--- src/rtl/level_select_ctrl.sv ---
// Level picker: synchronises and debounces the level buttons, accepts a stable
// one-hot press as the selected level, then locks until the game ends.
module level_select_ctrl #(
  parameter int NUM_LEVELS      = 4,
  parameter int LEVEL_W         = 2,
  parameter int DEBOUNCE_CYCLES = 1000000
) (
  input  logic                  clk,
  input  logic                  reset,
  input  logic [NUM_LEVELS-1:0] level_buttons,
  input  logic                  game_over,
  output logic [LEVEL_W-1:0]    level,
  output logic                  start,
  output logic                  active,
  output logic                  invalid_press
);
  localparam int CNT_W = $clog2(DEBOUNCE_CYCLES + 1);
  localparam int POP_W = $clog2(NUM_LEVELS + 1);
  localparam logic [CNT_W-1:0] CNT_MAX = CNT_W'(DEBOUNCE_CYCLES);

  typedef enum logic [1:0] {WAIT_RELEASE, ARMED, PLAYING} state_t;

  state_t                state;
  logic [NUM_LEVELS-1:0] sync1, sync2;
  logic [CNT_W-1:0]      cnt;
  logic                  stable;
  logic [POP_W-1:0]      ones;
  logic [LEVEL_W-1:0]    enc;
  logic                  one_hot, multi;

  // The counter clears on the edge that loads a new value into sync2, so it
  // restarts in the same cycle the debounced view of the buttons changes.
  always_ff @(posedge clk or posedge reset) begin
    if (reset) begin
      sync1 <= '0;
      sync2 <= '0;
      cnt   <= '0;
    end else begin
      sync1 <= level_buttons;
      sync2 <= sync1;
      if (sync1 != sync2)
        cnt <= '0;
      else if (cnt != CNT_MAX)
        cnt <= cnt + CNT_W'(1);
    end
  end

  assign stable = (cnt == CNT_MAX);

  always_comb begin
    ones = '0;
    enc  = '0;
    for (int i = 0; i < NUM_LEVELS; i++) begin
      if (sync2[i]) begin
        ones = ones + POP_W'(1);
        enc  = LEVEL_W'(i);
      end
    end
    one_hot = (ones == POP_W'(1));
    multi   = (ones > POP_W'(1));
  end

  assign invalid_press = (state == ARMED) && stable && multi;

  always_ff @(posedge clk or posedge reset) begin
    if (reset) begin
      state  <= WAIT_RELEASE;
      level  <= '0;
      start  <= 1'b0;
      active <= 1'b0;
    end else begin
      start <= 1'b0;
      case (state)
        WAIT_RELEASE: if (stable && (sync2 == '0)) state <= ARMED;
        ARMED: begin
          if (stable && one_hot) begin
            level  <= enc;
            start  <= 1'b1;
            active <= 1'b1;
            state  <= PLAYING;
          end
        end
        PLAYING: begin
          if (game_over) begin
            active <= 1'b0;
            state  <= WAIT_RELEASE;
          end
        end
        default: state <= WAIT_RELEASE;
      endcase
    end
  end
endmodule

--- config.mk ---
export PLATFORM = sky130hd
export DESIGN_NAME = level_select_ctrl
export DESIGN_NICKNAME = d
export VERILOG_FILES = /design/src/rtl/level_select_ctrl.sv
export SDC_FILE = /design/constraint.sdc
export NUM_CORES = 1
export LEC_CHECK = 0
export BUFFER_PORTS_ARGS = -buffer_cell sky130_fd_sc_hd__buf_2
export CAP_MARGIN = 20
export CORE_ASPECT_RATIO = 1.4
export CORE_MARGIN = 10
export CORE_UTILIZATION = 64
export CTS_CLUSTER_DIAMETER = 30
export DETAILED_ROUTE_END_ITERATION = 8
export GPL_ROUTABILITY_DRIVEN = 0
export MAX_ROUTING_LAYER = met4
export PLACE_DENSITY = 0.84
export SETUP_SLACK_MARGIN = 0.15
export SLEW_MARGIN = 10
export SYNTH_ARGS = -nofsm -noshare
export SYNTH_HDL_FRONTEND = slang
export SYNTH_SLANG_ARGS = --single-unit
--- constraint.sdc ---
create_clock -name clk -period 3.8 [get_ports clk]
set_input_delay 0.38 -clock clk [delete_from_list [all_inputs] [get_ports clk]]
set_output_delay 0.38 -clock clk [all_outputs]
set_load 0.05 [all_outputs]
After elaboration in Yosys (flattened, before gate mapping)

Index checks and enable logic that the tools add are counted.
W data, S select, Z words.

Register bits after elaboration: 34
Output and inout bits: 5
Logic and storage cells: 50

$add $sub $neg: 4
Magnitude comparators: 1
Equality and inequality tests: 9
Multiplexer cells: 18
Reductions and logical operators: 11

Operators by type and width:

| operator                | count |
|---|---|
| $mux W20                | 2 |
| $add A20 B1 Y20 const B | 1 |
| $eq A20 B20 Y1 const B  | 1 |
| $ne A20 B20 Y1 const B  | 1 |
| $mux W2                 | 5 |
| $add A3 B1 Y3 const B   | 3 |
| $mux W3                 | 3 |
| $mux W1                 | 6 |
| $pmux W2 S3             | 1 |
| $reduce_and A3 Y1       | 2 |
| $logic_and A1 B1 Y1     | 4 |
| $logic_not A4 Y1        | 1 |
| $ne A2 B2 Y1 const B    | 2 |
| $ne A4 B4 Y1            | 1 |
| $reduce_bool A2 Y1      | 2 |
| $eq A3 B1 Y1 const B    | 1 |
| $gt A3 B1 Y1 const B    | 1 |
| $eq A2 B1 Y1 const B    | 1 |
| $eq A2 B2 Y1 const B    | 1 |
| $logic_not A2 Y1        | 1 |
| $ne A2 B1 Y1 const B    | 1 |
| $pmux W1 S2             | 1 |
| $reduce_and A2 Y1       | 1 |

Depth between registers and ports, before layout

Gate-level depths: netlist (run 1).

Word-level depth: 11
Depth in mapped cells: 9
Depth with buffers taken out: 9

Worst setup path before layout (run 1)

No wires, ideal clock.

Kind: register to output
From: register sync2[0]
To: output port invalid_press
Arrival time: 2.596 ns
Setup slack: 0.824 ns
Stages on the path, launching flop included: 9
Buffers on the path: 0
Path through: dfrtp_1 -> inv_1 -> ha_1 -> xnor2_1 -> inv_1 -> ha_1 -> nand2b_1 -> a21oi_1 -> nor3b_1

Word-level cells in the longest chain between the ends: 9

RTL lines:

| element                | line | source |
|---|---|---|
| from (decl)            | 24   | `logic [NUM_LEVELS-1:0] sync1, sync2;` |
| from (signal assigned) | 40   | `sync2 <= sync1;` |
| $mux W1 *              | 54   | `if (sync2[i]) begin` |
| $add A3 B1 Y3          | 55   | `ones = ones + POP_W'(1);` |
| $mux W3 *              | 54   |  |
| $add A3 B1 Y3          | 55   |  |
| $mux W3 *              | 54   |  |
| $add A3 B1 Y3          | 55   |  |
| $mux W3 *              | 54   |  |
| $gt A3 B1 Y1 *         | 60   | `multi = (ones > POP_W'(1));` |
| $logic_and A1 B1 Y1 *  | 63   | `assign invalid_press = (state == ARMED) && stable && multi;` |
| to (decl)              | 15   | `output logic invalid_press` |

Every way passes the cells marked *; elsewhere a longest branch is shown, timed or not.

Worst setup path after layout (run 1)

Ends and elaborated chain as after synthesis.

==> reports/metrics.yaml, run 1 <==
maxCapViolations: 0
synth_seq_cells: 34
grt_use_met2_pct: 25.0
die-height_um: 83.1
clock.fmax_mhz: 346
post_cts.resized_instances: 0
min_period_ps: 2890
final_setup_violation_count: 0
dr.first_iter.drc_count: 87
detail_route.wl_per_cell_um: 15.2
unrepaired_setup_endpoints_after_global_routing: "no"
yosysSeqAreaShare_pct: 46.7
synthesis_to_finish_area_growth_pct: 9.13
io_pins: 12
global_route_wire_length_before_repair_mm: 6.32
worst_hold_startpoint: "level_buttons[0]"
timing.reg2reg.worst_path_depth: 9
worst_clock_skew_ps: 9.09
syn_warnings: 0
r2r-end: "level[0]"
synth_nets: 198
total_leakage_power_nw: 0.799
cts.htree.levels: 2
min_delay_worst_endpoint: "sync1[0]"
dp_hpwl_mm: 2.73
timing.final.hold_violations: 0
crit_fanout: 4
clockRootBuffer: "sky130_fd_sc_hd__clkbuf_4"
most-common-layout-cells: "34 x sky130_fd_sc_hd__dfrtp_1, 13 x sky130_fd_sc_hd__a21oi_1, 12 x sky130_fd_sc_hd__inv_1, 12 x sky130_fd_sc_hd__nor2_1"
final_worst_path_cycle_share_pct: 76.1
num_vias: 1410
drc: 0
status: "complete, no violations"
power.total_mw: 0.689
horiz_die_dim_um: 65.1
vias_per_cell: 5.95
antenna_violating_nets_post_route: 0
core.rowCount: 22
timing.hold.worst.class: "input pin to register"
synth_cells: 184
fp.dieArea_mm2: 0.00541
grt_max_degree: 21
clkSlewWorstSetupHoldPaths_ps: 110
max-clock-path-buffers: 2
first_global_vias: 1413
layout-drive-gt1-share_pct: 11.9
hold_path_cells: 1
floorplan.core_area_mm2: 0.00267
syn_avg_cell_area_um2: 9.90
cts_buffers: 5
start_util_pct: 68.2
data_arrival_critical_path_ps: 2510
drt-pass1-iter-count: 4
port-buffer-count: 11
max-slew-margin-rel_pct: 45.6
crit_path_start_kind: "register"
syn_area_mm2: 0.00182
worst_skew_pair.late_latency_ps: 350
totalWireLength_mm: 3.60
tritoncts: "built"
antenna_violations_before_repair: 0
met3_layer_usage_reported_by_global_route_pct: 4.44
global_route.peak_usage_layer: "met2"
setup.worst_path.class: "register to primary output"
endpoint_kind: "primary output"
max_transition_viols_final: 0
tightest_slew_ps: 813
final_nets: 214
yosys.cell_types.count: 35
totalNegativeSetupSlack_ps: 0
cp_data_required_time_ps: 3420
r2r_start: "sync2[0]"
setup_slack_of_the_worst_register_to_register_path_ps: 1150
layout_commonest_cell: "sky130_fd_sc_hd__dfrtp_1"
n_antenna_cell: 0
grt_use_met1_pct: 15.1
power.density_mw_per_mm2: 346
cts_post_setup_buffers_inserted: 0
grt-ovfl-total: 0
groute.usage.overall_pct: 14.8
worst_ir_drop_vdd_mv: 0.335
clock_sinks: 34
hold_buffers: 0
## power breakdown
part           internal [mW]  total [mW]  switching, mW
Clock                  0.136       0.260          0.124
Sequential             0.367       0.374        0.00692
Combinational         0.0206      0.0545         0.0339
Total                  0.524       0.689          0.165
## worst max-delay path by stage
stage / startpoint / to
6_report: sync2[0] / invalid_press
4_1_cts: sync2[0] / invalid_press
5_1_grt: sync2[0] / invalid_press
3_5_place_dp: sync2[0] / level[0]
2_1_floorplan: sync2[0] / invalid_press
3_3_place_gp: sync2[0] / level[0]
## cell families (layout without fill, tap and decap cells)
group / Yosys count / count (layout) / share of synthesized area, %
AOI/OAI and AO/OA: 34 / 34 / 12.4
xor gates and xnor gates: 14 / 14 / 6.73
adders and majority gates: 7 / 7 / 4.81
buffers and inverters: 15 / 32 / 3.50
DFF: 34 / 34 / 46.7
muxes: 2 / 2 / 1.10
and+or+nand+nor: 78 / 78 / 24.7
## through the flow
step | utilization, % | cell area [um2] | hold WS, ps | setup slack [ps] | cells
final | 74.5 | 1990 | 128 | 907 | 237
after global routing | 74.5 | 1990 | 108 | 738 | 237
after CTS | 74.5 | 1990 | 111 | 906 | 237
after detailed placement | 71.6 | 1910 | 386 | 1180 | 229
after global placement | 71.6 | 1910 | 377 | 1370 | 229
after floorplan | - | 1820 | 373 | 824 | 184
## Yosys cell counts, drive strengths merged
master | instances | share of area (%)
dfrtp | 34 | 47
a21oi | 13 | 3.6
inv | 12 | 2.5
nor2 | 12 | 2.5
nand2 | 11 | 2.3
o21ai | 11 | 3.0
nand3 | 9 | 2.5
nand4 | 8 | 2.7
or3 | 8 | 2.7
xnor2 | 8 | 3.8
and4 | 7 | 3.4
ha | 7 | 4.8
nor3 | 6 | 1.6
xor2 | 6 | 2.9
nor4b | 5 | 2.4
nand2b | 4 | 1.4
and2 | 3 | 1.1
clkbuf | 2 | 0.41
mux2i | 2 | 1.1
nor2b | 2 | 0.82
o31ai | 2 | 0.82
a2111o | 1 | 0.62
a2111oi | 1 | 1.5
a211o | 1 | 0.48
a211oi | 1 | 0.41
a311o | 1 | 0.55
a31o | 1 | 0.48
and3 | 1 | 0.34
buf | 1 | 0.62
nor3b | 1 | 0.41
nor4bb | 1 | 0.55
o311ai | 1 | 0.48
o41ai | 1 | 0.48
## registers in the layout, summed over array words and instances (netlist names)
name and cells:
state 2, cnt 20, sync2 4, sync1 4
start 1, active 1, level 2
## worst max-delay path: stages, from the launching register on
cell,delay [ps]
sky130_fd_sc_hd__dfrtp_1,440
sky130_fd_sc_hd__inv_1,90
sky130_fd_sc_hd__ha_1,360
sky130_fd_sc_hd__xnor2_1,220
sky130_fd_sc_hd__inv_1,90
sky130_fd_sc_hd__ha_1,280
sky130_fd_sc_hd__nand2b_1,120
sky130_fd_sc_hd__a21oi_1,60
sky130_fd_sc_hd__nor3b_1,210
sky130_fd_sc_hd__buf_2,300
## layout make-up
type | instances | area (um2)
clock buffers | 5 | 37.5
clock inverters | 3 | 40.0
fillers | 204 | 682
inverters | 12 | 45.0
multi-input cells | 135 | 907
flip-flops and latches | 34 | 851
well taps | 36 | 45.0
repair buffers | 12 | 62.6
## metal layers
metal / part of all wire (%) / vias to the layer above / wire, um
met3: 3.7 / 5 / 133
met1: 42 / 678 / 1520
met5: 0 / - / 0
met2: 52 / 26 / 1880
met4: 1.9 / 0 / 67
li1: - / 701 / -
Power figures use the tool's default switching activity.
==> inputs of run 2 (changes only) <==
Settings changed: ABC_AREA from default to 1, CORE_UTILIZATION 64 to 54, PLACE_DENSITY 0.84 to 0.75.
Clock period 3.8 ns to 2.65 ns, I/O delays scaled along.
==> run 2 against run 1 <==
Effect of this change: die area is 19% higher; total power is 47% higher; clock-buffer cell count is 2 higher; first-iteration DRC count is 39% lower; final cell count is 32% higher; synthesized cell count is 38% higher; design area is 9.9% higher; worst hold slack worse by 67 ps; via count is 13% higher; non-clock buffer count is 3 higher; sequential share of layout area is 3.8 points lower; critical path type unchanged; critical endpoint unchanged; largest power group unchanged.
==> reports/metrics.yaml, run 2 <==
status: "complete, no violations"
io_pins: 12
synth_seq_cells: 34
endpoint_kind: "primary output"
crit_fanout: 3
totalWireLength_mm: 3.79
placedCellCount: 303
clock.fmax_mhz: 419
worst_skew_pair.late_latency_ps: 290
first_global_vias: 1651
syn_area_mm2: 0.00194
worst_clock_skew_ps: 5.06
cp_data_required_time_ps: 2380
n_antenna_cell: 0
tritoncts: "built"
drt-pass1-iter-count: 4
final_setup_violation_count: 0
share_of_async_settable_or_async_resettable_flops_after_synthesis_pct: 100
synth_nets: 267
dp_hpwl_mm: 2.85
layout_commonest_cell: "sky130_fd_sc_hd__nand2_1"
global_route_wire_length_before_repair_mm: 6.79
final_nets: 286
yosysMostFrequentCell: "sky130_fd_sc_hd__nand2_1"
n_fill_cell: 307
clock_sinks: 34
start_util_pct: 56.9
yosysTopAreaCellShare_pct: 43.8
r2r_start: "sync2[0]"
postLayoutSetupSlackWorst_ps: 262
totalNegativeSetupSlack_ps: 0
r2r-end: "level[0]"
worst_ir_drop_vdd_mv: 0.389
clockRootBuffer: "sky130_fd_sc_hd__clkbuf_8"
max_transition_viols_final: 0
core.rowCount: 25
fp.dieArea_mm2: 0.00643
final_area_mm2: 0.00218
total_leakage_power_nw: 1.06
post_dp_cell_area_mm2: 0.00205
most-common-layout-cells: "57 x sky130_fd_sc_hd__nand2_1, 36 x sky130_fd_sc_hd__nor2_1, 34 x sky130_fd_sc_hd__dfrtp_1"
layout-drive-gt1-share_pct: 20.9
die-height_um: 90.9
tightest_slew_ps: 456
setup_slack_of_the_worst_register_to_register_path_ps: 650
timing.hold.worst.class: "input pin to async pin"
unrepaired_setup_endpoints_after_global_routing: "no"
synth_enable_flop_cells: 0
setup.worst_path.class: "register to primary output"
synthesis_to_finish_area_growth_pct: 12.6
preCtsSetupSlack_ps: 378
max-slew-margin-rel_pct: 69.5
vias_per_cell: 5.09
crit_path_start_kind: "register"
clkSlewWorstSetupHoldPaths_ps: 70
drc: 0
horiz_die_dim_um: 70.7
antenna_violations_before_repair: 0
num_vias: 1594
syn_avg_cell_area_um2: 7.67
timing.final.hold_violations: 0
data_arrival_critical_path_ps: 2120
cts.htree.levels: 2
grt_max_degree: 35
final_worst_path_cycle_share_pct: 90.1
syn_warnings: 0
floorplan.core_area_mm2: 0.00341
yosysSeqAreaShare_pct: 43.8
timing.reg2reg.worst_path_depth: 12
grt-ovfl-total: 0
synth_cells: 253
min_period_ps: 2390
ys_top_cells_by_count: "57 x sky130_fd_sc_hd__nand2_1, 38 x sky130_fd_sc_hd__nor2_1, 34 x sky130_fd_sc_hd__dfrtp_1"
yosys.cell_types.count: 26
groute.usage.overall_pct: 13.0
power.density_mw_per_mm2: 462
maxCapViolations: 0
fin_worst_hold_slack_ps: 61.4
max-clock-path-buffers: 2
power.total_mw: 1.01
yosysTopAreaCell: "sky130_fd_sc_hd__dfrtp_1"
fin_cells: 313
largest_register_ff_count: 20
port-buffer-count: 11
synth.top_cells.by_area: "sky130_fd_sc_hd__dfrtp_1 44%, sky130_fd_sc_hd__nand2_1 11%, sky130_fd_sc_hd__nor2_1 7.4%"
largestRegisters: "cnt: 20 flops, sync1: 4 flops, sync2: 4 flops"
dr.first_iter.drc_count: 53
cts_buffers: 5
registers.top_by_ff_count: "cnt"
antenna_violating_nets_post_route: 0
postSynth.topFlopCell: "sky130_fd_sc_hd__dfrtp_1"
detail_route.wl_per_cell_um: 12.1
final_util_pct: 64.1
==> run 2: cell count changes after synthesis, sizes merged, moves of 6 or more <==
cell   change
nor2      +36
a21oi      -8
nand2     +52
inv       +28
xnor2      -6
and4       -7
nor3       +7
or3        -8
==> run 2: layout make-up <==
class	count	area (um2)	share of cell area, %
multi-input combinational	176	947	43.4
clock buffer	7	86.3	3.95
tap	40	50.0	2.29
timing repair buffer	15	95.1	4.35
inverter	40	150	6.87
sequential	34	851	38.9
clock inverter	1	5.00	0.229
==> run 2: logic make-up (layout without fill, tap and decap cells) <==
group	Yosys count	in the layout	share of synthesized area (%)
AO/OA/AOI/OAI	14	14	3.61
XOR/XNOR	5	5	2.26
adder cells (fa/ha/maj)	7	7	4.51
buffers and inverters	43	63	8.51
flip-flops	34	34	43.8
AND/OR/NAND/NOR	150	150	37.3
==> run 2: where the power goes <==
group	leakage, nW	switching (mW)	internal (mW)
Sequential	0.455	0.00803	0.527
Clock	0.0482	0.186	0.209
Combinational	0.556	0.0509	0.0285
==> run 2: critical path: stages, from the launching register on <==
cell	delay (ps)
sky130_fd_sc_hd__dfrtp_1	410
sky130_fd_sc_hd__buf_4	160
sky130_fd_sc_hd__ha_1	200
sky130_fd_sc_hd__nand2_1	70
sky130_fd_sc_hd__o21ai_1	60
sky130_fd_sc_hd__ha_1	280
sky130_fd_sc_hd__or2_1	200
sky130_fd_sc_hd__nand2_1	70
sky130_fd_sc_hd__nand2_2	70
sky130_fd_sc_hd__and3_4	170
sky130_fd_sc_hd__buf_8	140
==> run 2: repair_timing <==
action,in CTS,in global routing
setup endpoints to repair,1,1
hold buffers,0,0
gates resized for setup,0,13
pin swaps,0,2
setup buffers,2,0
==> run 2: worst max-delay path by stage <==
| stage | endpoint | startpoint | slack (ps) | cells past startpoint |
|---|---|---|---|---|
| after floorplan | invalid_press | sync2[0] | 500 | 9 |
| after global routing | invalid_press | sync2[1] | 140 | 11 |
| after CTS | invalid_press | sync2[0] | 150 | 11 |
| final | invalid_press | sync2[0] | 260 | 10 |
| after detailed placement | invalid_press | sync2[0] | 380 | 11 |
| after global placement | invalid_press | sync2[0] | 420 | 11 |
==> run 2: per-layer routing <==
layer / up-vias / GRT usage, % / wire length [um]
met1: 745 / 12.1 / 1560
li1: 823 / - / -
met5: - / - / 0
met2: 17 / 24.5 / 2020
met3: 9 / 2.94 / 111
met4: 0 / 5.50 / 90
==> inputs of run 3 (changes only) <==
==> constraint.sdc (replaced) <==
create_clock -name clk -period 2.65 [get_ports clk]
set_input_delay 0.53 -clock clk [delete_from_list [all_inputs] [get_ports clk]]
set_output_delay 0.53 -clock clk [all_outputs]
set_load 0.05 [all_outputs]
==> run 3 against run 2 <==
Effect of this change: the flow now finishes with violations (setup timing); critical path depth rose by 1; sequential share of layout area fell by 0.73 points; non-clock buffer count rose by 2; combinational power rose by 21%; total power rose by 1.5%; flip-flop and latch count did not move; fmax fell by 9.9%; setup slack got worse by 260 ps; die area did not move; critical path type unchanged.
==> reports/metrics.yaml, run 3 (synthesis results as in run 2) <==
power.total_mw: 1.03
endpoint_kind: "primary output"
crit_path_start_kind: "register"
n_antenna_cell: 0
synthesis_to_finish_area_growth_pct: 14.9
fin_cells: 315
global_route_wire_length_before_repair_mm: 7.20
fin_worst_hold_slack_ps: 324
horiz_die_dim_um: 70.7
start_util_pct: 56.9
most-common-layout-cells: "56 x sky130_fd_sc_hd__nand2_1, 36 x sky130_fd_sc_hd__nor2_1, 33 x sky130_fd_sc_hd__dfrtp_1"
layout-drive-gt1-share_pct: 22.5
total_leakage_power_nw: 1.07
layout_commonest_cell: "sky130_fd_sc_hd__nand2_1"
tritoncts: "built"
fp.dieArea_mm2: 0.00643
cts_buffers: 5
cp_top_family: "simple AND/OR/NAND/NOR gates"
largestRegisters: "cnt: 20 flops, sync1: 4 flops, sync2: 4 flops"
antenna_violations_before_repair: 0
totalWireLength_mm: 3.93
floorplan.core_area_mm2: 0.00341
final_area_mm2: 0.00223
max_transition_viols_final: 0
largest_register_ff_count: 20
grt_max_degree: 35
final_nets: 288
unrepaired_setup_endpoints_after_global_routing: "yes"
crit_fanout: 3
final_util_pct: 65.4
clock.fmax_mhz: 377
timing.hold.worst.class: "input pin to async pin"
worst_clock_skew_ps: 3.89
tightest_slew_ps: 435
setup.worst_path.class: "register to primary output"
global_route.peak_usage_layer: "met2"
critical-path-slowest-cell: "sky130_fd_sc_hd__dfrtp_1"
setup_slack_of_the_worst_register_to_register_path_ps: 530
port-buffer-count: 11
placedCellCount: 303
status: "complete, but fails checks"
first_global_vias: 1690
grt_use_met2_pct: 24.5
cts.htree.levels: 2
max-clock-path-buffers: 2
dr.first_iter.drc_count: 96
clock_sinks: 34
clkSlewWorstSetupHoldPaths_ps: 70
dp_hpwl_mm: 2.75
min_period_ps: 2650
total_area_of_multi_input_combinational_cells_um2: 972
cp_cell_sequence: "inv_2, ha_4, nand2_2, inv_2, nor2_4, ha_4, or2_1, nand2_1, nand2_2, and3_4, buf_8"
n_fill_cell: 303
post_dp_cell_area_mm2: 0.00205
registers.top_by_ff_count: "cnt"
totalNegativeSetupSlack_ps: -0.849
final_setup_violation_count: 1
clockRootBuffer: "sky130_fd_sc_hd__clkbuf_8"
data_arrival_critical_path_ps: 2120
timing.final.hold_violations: 0
die-height_um: 90.9
antenna_violating_nets_post_route: 0
power.density_mw_per_mm2: 460
slowest_delay_ps: 410
io_pins: 12
vias_per_cell: 5.10
detail_route.wl_per_cell_um: 12.5
postLayoutSetupSlackWorst_ps: -0.849
grt-ovfl-total: 0
maxCapViolations: 0
met3_layer_usage_reported_by_global_route_pct: 3.16
drc: 0
worst_ir_drop_vdd_mv: 0.385
groute.usage.overall_pct: 13.7
worst_skew_pair.late_latency_ps: 280
num_vias: 1606
violations: "setup timing"
max-slew-margin-rel_pct: 70.9
register_area_um2: 852
cp_data_required_time_ps: 2120
core.rowCount: 25
drt-pass1-iter-count: 4
timing.critical_path.buf_inv: 3
grt_use_met1_pct: 13.4
preCtsSetupSlack_ps: 84.6
hold_buffers: 0
final_worst_path_cycle_share_pct: 100
-- run 3: worst reg2reg max path: cells and delay by family, from the launching register on --
family / cells / cell delay, ps
simple gates: 9 / 900
flops: 1 / 410
fa+ha+maj: 2 / 430
buf+inv: 3 / 280
-- run 3: worst paths after layout --
| path | start | endpoint | cells after the start |
|---|---|---|---|
| min reg2reg | sync1[2] | sync2[2] | 0 |
| max in group asynchronous | reset | sync2[2] | 3 |
| min in group clk | level_buttons[2] | sync1[2] | 1 |
| max | sync2[0] | invalid_press | 11 |
| min | reset | cnt[6] | 3 |
| max reg2reg | sync2[0] | level[0] | 14 |
-- run 3: timing repair --
| action | CTS | global route |
|---|---|---|
| setup buffers | 4 | 0 |
| setup endpoints to repair | 1 | 1 |
| pin swaps | 6 | 5 |
| resized for setup | 13 | 5 |
| hold endpoints to repair | 0 | 0 |
-- run 3: final cells by class --
cell class | instances | area share (%)
repair buffers | 17 | 5.11
clock buffers | 7 | 3.87
inverters | 40 | 6.73
multi-input cells | 176 | 43.6
well taps | 40 | 2.24
flip-flops and latches | 34 | 38.2
clock inverters | 1 | 0.224
-- run 3: where the power goes --
part           switching (mW)  internal [mW]
Sequential            0.00878          0.527
Combinational          0.0588         0.0370
Clock                   0.184          0.210
Total                   0.251          0.774
-- run 3: routing by layer --
metal / up-vias / routed length [um]
met1: 736 / 1540
met3: 10 / 165
met4: 0 / 92
met5: - / 0
li1: 828 / -
met2: 32 / 2130
